### config.mk
export PLATFORM = sky130hd
export DESIGN_NAME = vga_ctrl
export DESIGN_NICKNAME = d
export VERILOG_FILES = /design/src/rtl/vga_pkg.sv /design/src/rtl/vga_timing_cnt.sv /design/src/rtl/vga_ctrl.sv
export SDC_FILE = /design/constraint.sdc
export NUM_CORES = 1
export LEC_CHECK = 0
export CAP_MARGIN = 25
export CORE_MARGIN = 2
export CORE_UTILIZATION = 52
export DETAILED_ROUTE_END_ITERATION = 16
export PLACE_DENSITY = 0.89
export SKIP_CTS_REPAIR_TIMING = 1
export SLEW_MARGIN = 20
export SYNTH_ARGS = -nofsm -noshare
export SYNTH_HDL_FRONTEND = slang
export SYNTH_SLANG_ARGS = --single-unit
export TNS_END_PERCENT = 5
### constraint.sdc
create_clock -name vga_clk -period 5.59 [get_ports vga_clk]
set_clock_uncertainty 0.15 [all_clocks]
set_input_delay 1.118 -clock vga_clk [delete_from_list [all_inputs] [get_ports vga_clk]]
set_output_delay 1.118 -clock vga_clk [all_outputs]
set_load 0.02 [all_outputs]
### src/rtl/vga_pkg.sv
// vga_pkg: default 640x480@60 timing, counter width and RGB field layout
// shared by vga_ctrl and vga_timing_cnt.
// Optional feature macro used by vga_ctrl: VGA_FRAME_CNT_EN.
package vga_pkg;

  localparam int CNT_W = 10;

  localparam int DEF_H_SYNC   = 96;
  localparam int DEF_H_BACK   = 48;
  localparam int DEF_H_ACTIVE = 640;
  localparam int DEF_H_FRONT  = 16;
  localparam int DEF_V_SYNC   = 2;
  localparam int DEF_V_BACK   = 33;
  localparam int DEF_V_ACTIVE = 480;
  localparam int DEF_V_FRONT  = 10;

  localparam int DEF_H_TOTAL = DEF_H_SYNC + DEF_H_BACK + DEF_H_ACTIVE + DEF_H_FRONT;
  localparam int DEF_V_TOTAL = DEF_V_SYNC + DEF_V_BACK + DEF_V_ACTIVE + DEF_V_FRONT;
  localparam int DEF_H_START = DEF_H_SYNC + DEF_H_BACK;
  localparam int DEF_H_END   = DEF_H_START + DEF_H_ACTIVE;
  localparam int DEF_V_START = DEF_V_SYNC + DEF_V_BACK;
  localparam int DEF_V_END   = DEF_V_START + DEF_V_ACTIVE;

  // pixel word layout {B,G,R}, 4 bits per colour
  localparam int RGB_W = 4;
  localparam int R_LSB = 0;
  localparam int G_LSB = 4;
  localparam int B_LSB = 8;

endpackage

### src/rtl/vga_timing_cnt.sv
// vga_timing_cnt: free-running horizontal/vertical raster counters.
// line_end marks the last pixel clock of a line, frame_end the last of a frame.
module vga_timing_cnt
  import vga_pkg::*;
#(
  parameter int H_TOTAL = DEF_H_TOTAL,
  parameter int V_TOTAL = DEF_V_TOTAL
) (
  input  logic             vga_clk,
  input  logic             vga_rst,
  output logic [CNT_W-1:0] h_cnt,
  output logic [CNT_W-1:0] v_cnt,
  output logic             line_end,
  output logic             frame_end
);

  localparam logic [CNT_W-1:0] H_LAST = CNT_W'(H_TOTAL - 1);
  localparam logic [CNT_W-1:0] V_LAST = CNT_W'(V_TOTAL - 1);

  logic [CNT_W-1:0] r_h_cnt;
  logic [CNT_W-1:0] r_v_cnt;
  logic             w_line_end;
  logic             w_frame_end;

  assign w_line_end  = (r_h_cnt == H_LAST);
  assign w_frame_end = w_line_end && (r_v_cnt == V_LAST);

  // advance the raster position; both counters wrap together at frame end
  always_ff @(posedge vga_clk) begin
    if (vga_rst) begin
      r_h_cnt <= '0;
      r_v_cnt <= '0;
    end else if (w_line_end) begin
      r_h_cnt <= '0;
      r_v_cnt <= w_frame_end ? '0 : r_v_cnt + 1'b1;
    end else begin
      r_h_cnt <= r_h_cnt + 1'b1;
    end
  end

  assign h_cnt     = r_h_cnt;
  assign v_cnt     = r_v_cnt;
  assign line_end  = w_line_end;
  assign frame_end = w_frame_end;

endmodule

### src/rtl/vga_ctrl.sv
// vga_ctrl: VGA timing controller. Requests pixels one cycle ahead of the
// active window, registers sync and blanked RGB so the panel sees them aligned.
// Optional feature macro: VGA_FRAME_CNT_EN adds frame_cnt and frame_start.
module vga_ctrl
  import vga_pkg::*;
#(
  parameter int H_SYNC   = DEF_H_SYNC,
  parameter int H_BACK   = DEF_H_BACK,
  parameter int H_ACTIVE = DEF_H_ACTIVE,
  parameter int H_FRONT  = DEF_H_FRONT,
  parameter int V_SYNC   = DEF_V_SYNC,
  parameter int V_BACK   = DEF_V_BACK,
  parameter int V_ACTIVE = DEF_V_ACTIVE,
  parameter int V_FRONT  = DEF_V_FRONT
) (
  input  logic             vga_clk,
  input  logic             vga_rst,
  input  logic [11:0]      pixel_data,
  output logic             data_req,
  output logic [CNT_W-1:0] x_pos,
  output logic [CNT_W-1:0] y_pos,
  output logic             hsync,
  output logic             vsync,
  output logic [3:0]       vga_r,
  output logic [3:0]       vga_g,
`ifdef VGA_FRAME_CNT_EN
  output logic [3:0]       vga_b,
  output logic [7:0]       frame_cnt,
  output logic             frame_start
`else
  output logic [3:0]       vga_b
`endif
);

  localparam int H_TOTAL = H_SYNC + H_BACK + H_ACTIVE + H_FRONT;
  localparam int V_TOTAL = V_SYNC + V_BACK + V_ACTIVE + V_FRONT;

  localparam logic [CNT_W-1:0] H_SYNC_C  = CNT_W'(H_SYNC);
  localparam logic [CNT_W-1:0] H_START_C = CNT_W'(H_SYNC + H_BACK);
  localparam logic [CNT_W-1:0] H_END_C   = CNT_W'(H_SYNC + H_BACK + H_ACTIVE);
  // request window leads the active window by one pixel clock
  localparam logic [CNT_W-1:0] H_REQ_S_C = CNT_W'(H_SYNC + H_BACK - 1);
  localparam logic [CNT_W-1:0] H_REQ_E_C = CNT_W'(H_SYNC + H_BACK + H_ACTIVE - 1);
  localparam logic [CNT_W-1:0] V_SYNC_C  = CNT_W'(V_SYNC);
  localparam logic [CNT_W-1:0] V_START_C = CNT_W'(V_SYNC + V_BACK);
  localparam logic [CNT_W-1:0] V_END_C   = CNT_W'(V_SYNC + V_BACK + V_ACTIVE);

  logic [CNT_W-1:0] w_h_cnt;
  logic [CNT_W-1:0] w_v_cnt;
  logic             w_line_end;
  logic             w_frame_end;
  logic             w_v_in;
  logic             w_req;
  logic             w_active;

  logic             r_hsync;
  logic             r_vsync;
  logic [11:0]      r_rgb;

  vga_timing_cnt #(
    .H_TOTAL (H_TOTAL),
    .V_TOTAL (V_TOTAL)
  ) u_timing_cnt (
    .vga_clk   (vga_clk),
    .vga_rst   (vga_rst),
    .h_cnt     (w_h_cnt),
    .v_cnt     (w_v_cnt),
    .line_end  (w_line_end),
    .frame_end (w_frame_end)
  );

  // decode request and active windows from the current raster position
  always_comb begin
    w_v_in   = (w_v_cnt >= V_START_C) && (w_v_cnt < V_END_C);
    w_req    = (w_h_cnt >= H_REQ_S_C) && (w_h_cnt < H_REQ_E_C) && w_v_in;
    w_active = (w_h_cnt >= H_START_C) && (w_h_cnt < H_END_C) && w_v_in;
  end

  assign data_req = w_req;
  assign x_pos    = w_req ? (w_h_cnt - H_REQ_S_C) : '0;
  assign y_pos    = w_req ? (w_v_cnt - V_START_C) : '0;

  // register sync and blanked pixel on the same edge to keep them aligned
  always_ff @(posedge vga_clk) begin
    if (vga_rst) begin
      r_hsync <= 1'b1;
      r_vsync <= 1'b1;
      r_rgb   <= '0;
    end else begin
      r_hsync <= !(w_h_cnt < H_SYNC_C);
      r_vsync <= !(w_v_cnt < V_SYNC_C);
      r_rgb   <= w_active ? pixel_data : 12'h000;
    end
  end

  assign hsync = r_hsync;
  assign vsync = r_vsync;
  assign vga_r = r_rgb[R_LSB +: RGB_W];
  assign vga_g = r_rgb[G_LSB +: RGB_W];
  assign vga_b = r_rgb[B_LSB +: RGB_W];

`ifdef VGA_FRAME_CNT_EN
  logic [7:0] r_frame_cnt;
  logic       r_frame_start;

  // count completed frames and flag the first cycle of each new frame
  always_ff @(posedge vga_clk) begin
    if (vga_rst) begin
      r_frame_cnt   <= '0;
      r_frame_start <= 1'b0;
    end else begin
      r_frame_start <= w_frame_end;
      if (w_frame_end) begin
        r_frame_cnt <= r_frame_cnt + 8'd1;
      end
    end
  end

  assign frame_cnt   = r_frame_cnt;
  assign frame_start = r_frame_start;

  logic w_unused_ends;
  assign w_unused_ends = w_line_end;
`else
  // wrap strobes are only consumed by the frame counter
  logic w_unused_ends;
  assign w_unused_ends = w_line_end ^ w_frame_end;
`endif

endmodule

==> out/summary.txt, run 1 <==
status - completed
initial DRC count - 166
Post-Syn Area - 0.00191 mm²
number of global-route vias before repair - 1550
CTS tree - yes
Peak VDD IR - 0.190 mV
first-pass GRT wire length - 7.19 mm
die area - 0.00417 mm²
Synth Warn # - 0
worst hold path type - reg -> reg
DP HPWL - 3.05 mm
root buffer cell - clkbuf_8
crit path capture type - primary output
Worst Tran Pin Value - 0.751 ns
CP arrival - 3.17 ns
RSZ-0062 raised after global routing - no
GRT overflow - 0
top_reg_cell synth - dfxtp_1
Clock Latency Late Sink - 0.29 ns
Fillers - 303
Hold Vio Cnt, Final - 0
post-route cell area - 0.00242 mm²
Max-Cap Viols - 0
register area - 681 µm²
syn_area_per_cell - 8.71 µm²
CTS buffer count - 5
Placer Congestion - 0.903
vias post-DR - 1732
port bufs - 48
Setup CP Type - reg -> out
period utilization - 79.4%
DR vias/cell - 5.74
routed wire length - 4.43 mm
Residual DRC - 0
Yosys cell types - 49
CTS H-Tree Depth - 2
row count - 22
crit-path max FO - 21
Ports - 49
Multi-input gate area - 0.00106 mm²
Synth Instances - 219
fmax - 0.225 GHz
initial antenna violation count - 0
most frequent cells in the layout - clkdlybuf4s50_1, dfxtp_1, nor3_1
clk sinks - 34
dpl cell area - 0.00230 mm²
fraction of layout cells with a size suffix above 1 - 7.09%
Req. time, crit path - 4.32 ns
pwr/cell area - 203 mW/mm²
area added between synthesis and finish - 27.0%
Post-Syn Nets - 237
Clock transition at path regs - 0.07 ns
sequential share of the synthesized area - 35.7%
largest net degree at the start of global routing - 22
post-route setup TNS - 0 ns
Wirelength per Cell - 14.7 µm
DIE HEIGHT - 64.6 µm
LEAKAGE - 0.834 nW
core area - 0.00361 mm²
number of synthesized flops with an enable pin - 0
register bit total from synthesis - 34
Startpoint Class - register
Starting Density - 52.9%
CTS max path bufs - 2
final setup fails - 0
Diodes inserted - 0
Post-synth ARST share - 0%
Final ANT Viol Nets - 0
die span in x - 64.6 µm
gr usage total - 21.8%
commonest non-fill, non-tap cell in the layout - clkdlybuf4s50_1
Nets - 271
fin crit period - 4.44 ns
relative slew slack - 50.0%
max-slew violations - 0
DRT Pass-1 Iters - 4
-- critical path, stage by stage, from the launching register on --
cell	delay, ns
dfxtp_1	0.39
ha_1	0.33
o41ai_1	0.57
a21o_1	0.24
and2_1	0.62
nor3_1	0.15
clkdlybuf4s50_1	0.58
-- final timing paths --
kind | start | endpoint | slack, ns | cells past startpoint
hold reg to reg | u_timing_cnt.h_cnt[0] | u_timing_cnt.h_cnt[0] | 0.39 | 1
setup reg to reg | u_timing_cnt.v_cnt[1] | r_rgb[7] | 3.32 | 5
setup / recovery | u_timing_cnt.v_cnt[1] | x_pos[5] | 1.15 | 6
hold / removal | u_timing_cnt.h_cnt[0] | u_timing_cnt.h_cnt[0] | 0.39 | 1
-- kinds of logic after synthesis --
group	share of synthesized area, %
multiplexers	0.525
adder cells (fa/ha/maj)	2.62
AO/OA/AOI/OAI	10.6
AND/OR/NAND/NOR	31.9
buffers and inverters	9.11
XOR/XNOR	9.64
flip-flops	35.7
-- area by class of cell --
| type | instances | share of cell area, % |
|---|---|---|
| multi-input combinational | 158 | 43.7 |
| sequential | 34 | 28.1 |
| timing repair buffer | 50 | 20.4 |
| clock buffer | 5 | 2.84 |
| tap | 48 | 2.48 |
| clock inverter | 3 | 1.86 |
| inverter | 4 | 0.620 |
-- cell usage after synthesis, types with 3 or more instances --
master    count  area [µm²]
and2_1       14        87.6
o21ai_0       3        15.0
a21oi_1       8        40.0
nor3b_1       4        30.0
nor3_1       29         145
nor4_1        5        31.3
nand3_1      10        50.1
nand2_1       7        26.3
ha_1          4        50.1
or3_1         3        18.8
and3_1        3        18.8
clkbuf_1      7        26.3
xor2_1        8        70.1
inv_1         4        15.0
xnor2_1      13         114
dfxtp_1      34         681
buf_2         5        25.0
buf_6         5        56.3
o31ai_1       3        22.5
nor2_1        8        30.0
nand4_1       6        37.5
-- layer usage --
| metal | up-vias | track usage (%) | share of wire, % |
|---|---|---|---|
| met1 | 804 | 26.0 | 42 |
| met5 | - | 0 | 0 |
| li1 | 842 | - | - |
| met3 | 18 | 5.73 | 5.6 |
| met2 | 68 | 36.7 | 49 |
| met4 | 0 | 9.84 | 2.9 |
-- stage by stage --
step	setup slack [ns]	std cells	total power [mW]	utilization, %	hold slack, ns
final	1.15	302	0.491	67.2	0.393
after global routing	0.842	302	0.509	67.2	0.413
after CTS	1.14	302	0.495	67.1	0.389
after detailed placement	1.45	294	0.273	63.9	0.372
after global placement	1.65	294	0.272	63.9	0.368
after floorplan	2.30	219	0.261	-	0.344
-- state kept, by name, summed over array words and instances, names as in the netlist --
register            count
hsync                   1
u_timing_cnt.h_cnt     10
vsync                   1
r_rgb                  12
u_timing_cnt.v_cnt     10
-- power breakdown --
group / switching [mW] / internal (mW) / leakage, nW
Clock: 0.0909 / 0.133 / 0.0504
Combinational: 0.00812 / 0.0126 / 0.509
Sequential: 0.00224 / 0.245 / 0.275
Total: 0.101 / 0.390 / 0.834
Power figures use the tool's default switching activity.
==> inputs of run 2 (changes only) <==
--- a/config.mk
+++ b/config.mk
@@ -7,9 +7,9 @@
 export LEC_CHECK = 0
 export CAP_MARGIN = 25
 export CORE_MARGIN = 2
-export CORE_UTILIZATION = 52
+export CORE_UTILIZATION = 44
 export DETAILED_ROUTE_END_ITERATION = 16
-export PLACE_DENSITY = 0.89
+export PLACE_DENSITY = 0.81
 export SKIP_CTS_REPAIR_TIMING = 1
 export SLEW_MARGIN = 20
 export SYNTH_ARGS = -nofsm -noshare
==> constraint.sdc (replaced) <==
create_clock -name vga_clk -period 4 [get_ports vga_clk]
set_clock_uncertainty 0.15 [all_clocks]
set_input_delay 0.8 -clock vga_clk [delete_from_list [all_inputs] [get_ports vga_clk]]
set_output_delay 0.8 -clock vga_clk [all_outputs]
set_load 0.02 [all_outputs]
==> run 2 against run 1 <==
Compared with the run above:
- register-to-register slack got worse by 1.5 ns
- sequential cell count did not move
- clock power rose by 74%
- wire length fell by 4.4%
- die area rose by 17%
- critical endpoint is now x_pos[7]
==> out/summary.txt, run 2 (synthesis gave the netlist of run 1 again) <==
crit-path max FO - 21 (unchanged)
slowest stage cell, crit path - clkdlybuf4s50_1
fmax - 0.264 GHz
crit path capture type - primary output
Clock power frac - 51.1% (+5.6 points)
RSZ-0062 raised after global routing - no
die area - 0.00488 mm² (+17%)
initial DRC count - 138 (-17%)
Comb power frac - 3.6% (-0.6 points)
register area - 681 µm² (unchanged)
CP arrival - 2.83 ns (-0.34 ns)
fraction of layout cells with a size suffix above 1 - 7.42% (+0.34 points)
area added between synthesis and finish - 29.2%
max-slew violations - 0 (unchanged)
Starting Density - 46.7% (-6.2 points)
post-route setup TNS - 0 ns (unchanged)
Setup CP Type - reg -> out
Worst Hold Path EP - u_timing_cnt.h_cnt[0]
max reg flops - 12 (unchanged)
first-pass GRT wire length - 7.25 mm (+0.86%)
CTS buffer count - 5 (unchanged)
Internal Power - 0.625 mW (+60%)
DIE HEIGHT - 69.9 µm (+8.2%)
initial antenna violation count - 0 (unchanged)
Critical R2R Capture - u_timing_cnt.v_cnt[4]
FF-to-FF path depth - 5 (unchanged)
worst-path cell chain - ha_1 -> o41ai_1 -> a21o_1 -> and2_1 -> buf_4 -> nor4_1 -> clkdlybuf4s50_1
Worst Tran Pin Value - 0.702 ns (-0.0482 ns)
most frequent cells in the layout - clkdlybuf4s50_1, dfxtp_1, nor3_1
Final ANT Viol Nets - 0 (unchanged)
DP HPWL - 2.96 mm (-2.7%)
fin crit period - 3.78 ns
row count - 23 (+4.5%)
die span in x - 69.9 µm (+8.2%)
pwr/cell area - 309 mW/mm² (+53%)
Hold Vio Cnt, Final - 0 (unchanged)
Peak VDD IR - 0.186 mV (-2.3%)
Startpoint Class - register
switching share of power - 18.0% (-2.6 points)
Nets - 273 (+0.74%)
Placer Congestion - 0.894 (-1.0%)
Critical path buffers and inverters - 2 (+1)
period utilization - 94.6%
sequential share of power - 45.3% (-5.0 points)
final setup fails - 0 (unchanged)
clk sinks - 34 (unchanged)
Max-Cap Viols - 0 (unchanged)
largest net degree at the start of global routing - 22 (unchanged)
sw power - 0.137 mW (+35%)
Reg with most FFs - r_rgb
routed wire length - 4.23 mm (-4.4%)
commonest non-fill, non-tap cell in the layout - clkdlybuf4s50_1
Fillers - 342 (+13%)
Worst R2R Start - u_timing_cnt.h_cnt[0]
vias post-DR - 1651 (-4.7%)
hold path start - u_timing_cnt.h_cnt[0]
LEAKAGE - 0.865 nW (+3.7%)
CTS H-Tree Depth - 2 (unchanged)
final setup margin - 0.217 ns (-0.933 ns)
Multi-input gate area - 0.00105 mm² (-0.47%)
Ports - 49 (unchanged)
CTS max path bufs - 2 (unchanged)
relative slew slack - 53.0% (+3.1 points)
Clock transition at path regs - 0.06 ns (about the same)
gr usage total - 18.2% (-3.6 points)
worst hold path type - reg -> reg
number of global-route vias before repair - 1509 (-2.6%)
Min-Delay Path Depth - 1 (unchanged)
DRT Pass-1 Iters - 4 (unchanged)
GRT overflow - 0 (unchanged)
largest stage delay on the critical path - 0.65 ns (+0.03 ns)
DR vias/cell - 5.40 (-5.9%)
port bufs - 48 (unchanged)
core area - 0.00409 mm² (+13%)
Crit path max-delay family - buffers and inverters
root buffer cell - clkbuf_8
Residual DRC - 0 (unchanged)
Setup WS pre-CTS - 0.571 ns (-0.877 ns)
Diodes inserted - 0 (unchanged)
Req. time, crit path - 3.05 ns (-1.27 ns)
status - completed
CTS tree - yes
worst reg-to-reg setup slack - 1.78 ns (-1.54 ns)
Clock Latency Late Sink - 0.29 ns (about the same)
Wirelength per Cell - 13.8 µm (-5.6%)
==> run 2: power groups by stage <==
stage | Sequential (mW) | Clock [mW] | Combinational [mW]
floorplan | 0.354 | 0 | 0.0112
global placement | 0.353 | 0 | 0.0276
detailed placement | 0.353 | 0 | 0.0279
CTS | 0.345 | 0.399 | 0.0280
global route | 0.346 | 0.411 | 0.0307
finish | 0.345 | 0.389 | 0.0278
==> run 2: worst max-delay path by stage <==
| stage | from | endpoint | slack (ns) | depth (start not counted) |
|---|---|---|---|---|
| after floorplan | u_timing_cnt.v_cnt[1] | x_pos[9] | 1.02 | 7 |
| after global placement | u_timing_cnt.v_cnt[0] | x_pos[7] | 0.67 | 7 |
| after detailed placement | u_timing_cnt.v_cnt[0] | x_pos[7] | 0.57 | 7 |
| after CTS | u_timing_cnt.v_cnt[0] | x_pos[7] | 0.21 | 7 |
| after global routing | u_timing_cnt.v_cnt[0] | x_pos[7] | 0.05 | 7 |
| final | u_timing_cnt.v_cnt[0] | x_pos[7] | 0.22 | 7 |
==> run 2: final cells by class <==
class / instances / share of cell area (%)
well taps: 50 / 2.54
inverters: 4 / 0.609
clock inverters: 2 / 2.44
clock buffers: 6 / 3.35
repair buffers: 52 / 20.7
flip-flops and latches: 34 / 27.6
multi-input cells: 158 / 42.7
==> run 2: per-layer routing <==
metal | vias up | GRT usage (%) | part of all wire (%)
met5 | - | 0 | 0
met2 | 36 | 29.3 | 50
met3 | 6 | 5.19 | 4.7
met1 | 758 | 23.1 | 44
li1 | 851 | - | -
met4 | 0 | 7.05 | 1.1
==> run 2: through the flow <==
stage | instance area [µm²] | hold slack, ns | instances | util (%) | total power, mW
global placement | 2320 | 0.362 | 298 | 56.8 | 0.380
finish | 2460 | 0.383 | 306 | 60.3 | 0.762
floorplan | 1910 | 0.344 | 219 | - | 0.365
global route | 2460 | 0.435 | 306 | 60.3 | 0.788
CTS | 2460 | 0.388 | 306 | 60.3 | 0.772
detailed placement | 2320 | 0.377 | 298 | 56.8 | 0.381
==> inputs of run 3 (changes only) <==
--- a/config.mk
+++ b/config.mk
@@ -7,8 +7,9 @@
 export LEC_CHECK = 0
 export CAP_MARGIN = 25
 export CORE_MARGIN = 2
-export CORE_UTILIZATION = 44
+export CORE_UTILIZATION = 60
 export DETAILED_ROUTE_END_ITERATION = 16
+export DONT_BUFFER_PORTS = 1
 export PLACE_DENSITY = 0.81
 export SKIP_CTS_REPAIR_TIMING = 1
 export SLEW_MARGIN = 20
==> constraint.sdc (replaced) <==
create_clock -name vga_clk -period 3.75 [get_ports vga_clk]
set_clock_uncertainty 0.15 [all_clocks]
set_input_delay 0.75 -clock vga_clk [delete_from_list [all_inputs] [get_ports vga_clk]]
set_output_delay 0.75 -clock vga_clk [all_outputs]
set_load 0.02 [all_outputs]
==> run 3 against run 2 <==
Compared with the run above:
- first-iteration DRC count down 41%
- cell count fell by 18%
- critical path depth is 2 lower
- total power fell by 15%
- wire length decreased by 11%
- design area fell by 22%
- clock-buffer cell count down 1
- utilization up 2.9 points
- sequential power is 7.2% higher
- sequential cell count stayed put
==> out/summary.txt, run 3 (synthesis gave the netlist of run 1 again) <==
fin crit period - 3.54 ns
max-slew violations - 0 (unchanged)
max reg flops - 12 (unchanged)
worst setup path end - x_pos[8]
Wirelength per Cell - 15.1 µm (+9.0%)
LEAKAGE - 0.657 nW (-24%)
Starting Density - 63.0% (+16 points)
Peak VDD IR - 0.260 mV (+40%)
FF-to-FF path depth - 5 (unchanged)
Clock Latency Late Sink - 0.35 ns (+0.06 ns)
WP depth - 5 (-2)
Worst R2R Start - u_timing_cnt.v_cnt[0]
initial DRC count - 81 (-41%)
DRT Pass-1 Iters - 4 (unchanged)
dpl cell area - 0.00183 mm² (-21%)
Internal Power - 0.510 mW (-18%)
final setup fails - 0 (unchanged)
Worst Tran Pin Value - 0.736 ns (+0.0340 ns)
Residual DRC - 0 (unchanged)
Nets - 224 (-18%)
Tot Pwr - 0.648 mW (-15%)
Max-Cap Viols - 0 (unchanged)
port bufs - 0 (-100%)
routed wire length - 3.79 mm (-11%)
gr usage total - 22.5% (+4.2 points)
Comb power frac - 1.5% (-2.1 points)
slowest stage cell, crit path - nor3b_1
clk sinks - 34 (unchanged)
Setup CP Type - reg -> out
period utilization - 94.4%
core area - 0.00303 mm² (-26%)
root buffer cell - clkbuf_4
switching share of power - 21.3% (+3.3 points)
crit path capture type - primary output
die span in x - 60.4 µm (-14%)
status - completed
CTS max path bufs - 2 (unchanged)
number of global-route vias before repair - 1360 (-9.9%)
Clock transition at path regs - 0.10 ns (+0.04 ns)
Critical R2R Capture - r_rgb[11]
Diodes inserted - 0 (unchanged)
initial antenna violation count - 0 (unchanged)
Critical Path Start - u_timing_cnt.v_cnt[0]
worst hold path type - in -> reg
GRT overflow - 0 (unchanged)
Final Util - 63.3% (+2.9 points)
Crit path max-delay family - simple AND/OR/NAND/NOR gates
CTS H-Tree Depth - 2 (unchanged)
Final ANT Viol Nets - 0 (unchanged)
Req. time, crit path - 2.85 ns (-0.20 ns)
die area - 0.00365 mm² (-25%)
crit-path max FO - 21 (unchanged)
Critical path buffers and inverters - 0 (-2)
first-pass GRT wire length - 6.11 mm (-16%)
Post-Layout Cell Count - 251 (-18%)
fraction of layout cells with a size suffix above 1 - 9.66% (+2.2 points)
CTS buffer count - 5 (unchanged)
post-route setup TNS - 0 ns (unchanged)
largest net degree at the start of global routing - 22 (unchanged)
most frequent cells in the layout - dfxtp_1, nor3_1, xnor2_1, and2_1, nand3_1
Min-Delay Path Depth - 1 (unchanged)
row count - 20 (-13%)
DIE HEIGHT - 60.4 µm (-14%)
sequential share of power - 57.2% (+12 points)
DR vias/cell - 6.06 (+12%)
placed insts - 243 (-18%)
RSZ-0062 raised after global routing - no
post-route cell area - 0.00192 mm² (-22%)
Hold Vio Cnt, Final - 0 (unchanged)
Placer Congestion - 0.879 (-1.7%)
worst-path cell chain - ha_1 -> o41ai_1 -> a21o_1 -> and2_2 -> nor3b_1
relative slew slack - 50.8% (-2.2 points)
sw power - 0.138 mW (+0.41%)
worst reg-to-reg setup slack - 1.48 ns (-0.30 ns)
fmax - 0.282 GHz
Clock power frac - 41.3% (-9.8 points)
pwr/cell area - 338 mW/mm² (+9.3%)
area added between synthesis and finish - 0.394%
Ports - 49 (unchanged)
vias post-DR - 1522 (-7.8%)
CTS tree - yes
Startpoint Class - register
Reg with most FFs - r_rgb
DP HPWL - 2.77 mm (-6.4%)
CP arrival - 2.64 ns (-0.19 ns)
commonest non-fill, non-tap cell in the layout - dfxtp_1
largest stage delay on the critical path - 0.67 ns (+0.02 ns)
[run 3: how the worst min path moves through the flow]
| stage | endpoint | start |
|---|---|---|
| final | u_timing_cnt.v_cnt[1] | vga_rst |
| after detailed placement | u_timing_cnt.h_cnt[0] | u_timing_cnt.h_cnt[0] |
| after global routing | u_timing_cnt.v_cnt[0] | vga_rst |
| after floorplan | u_timing_cnt.h_cnt[0] | u_timing_cnt.h_cnt[0] |
| after CTS | u_timing_cnt.v_cnt[0] | vga_rst |
| after global placement | u_timing_cnt.h_cnt[0] | u_timing_cnt.h_cnt[0] |
[run 3: layout make-up]
cell class | count | area, µm²
repair buffers | 3 | 22.5
flip-flops and latches | 34 | 681
fillers | 256 | 1110
clock inverters | 3 | 45.0
multi-input cells | 158 | 1060
inverters | 4 | 15.0
clock buffers | 5 | 37.5
well taps | 44 | 55.1
[run 3: per-layer routing]
| layer | share of wire [%] | up-vias | track usage [%] |
|---|---|---|---|
| met4 | 1.4 | 0 | 8.25 |
| met1 | 43 | 701 | 27.5 |
| met2 | 49 | 58 | 37.6 |
| met5 | 0 | - | 0 |
| li1 | - | 756 | - |
| met3 | 5.8 | 7 | 6.61 |
[run 3: per-stage QoR]
step | hold WS, ns | setup WS, ns
final | 0.316 | 0.210
after global routing | 0.298 | 0.0505
after CTS | 0.307 | 0.0955
after detailed placement | 0.377 | 0.480
after global placement | 0.361 | 0.652
after floorplan | 0.344 | 0.823
[run 3: power groups by stage]
stage / Sequential [mW] / Combinational [mW] / Clock (mW)
after floorplan: 0.377 / 0.0119 / 0
after global placement: 0.378 / 0.00955 / 0
after detailed placement: 0.378 / 0.00982 / 0
after CTS: 0.370 / 0.00989 / 0.272
after global routing: 0.371 / 0.0119 / 0.286
final: 0.370 / 0.00983 / 0.268
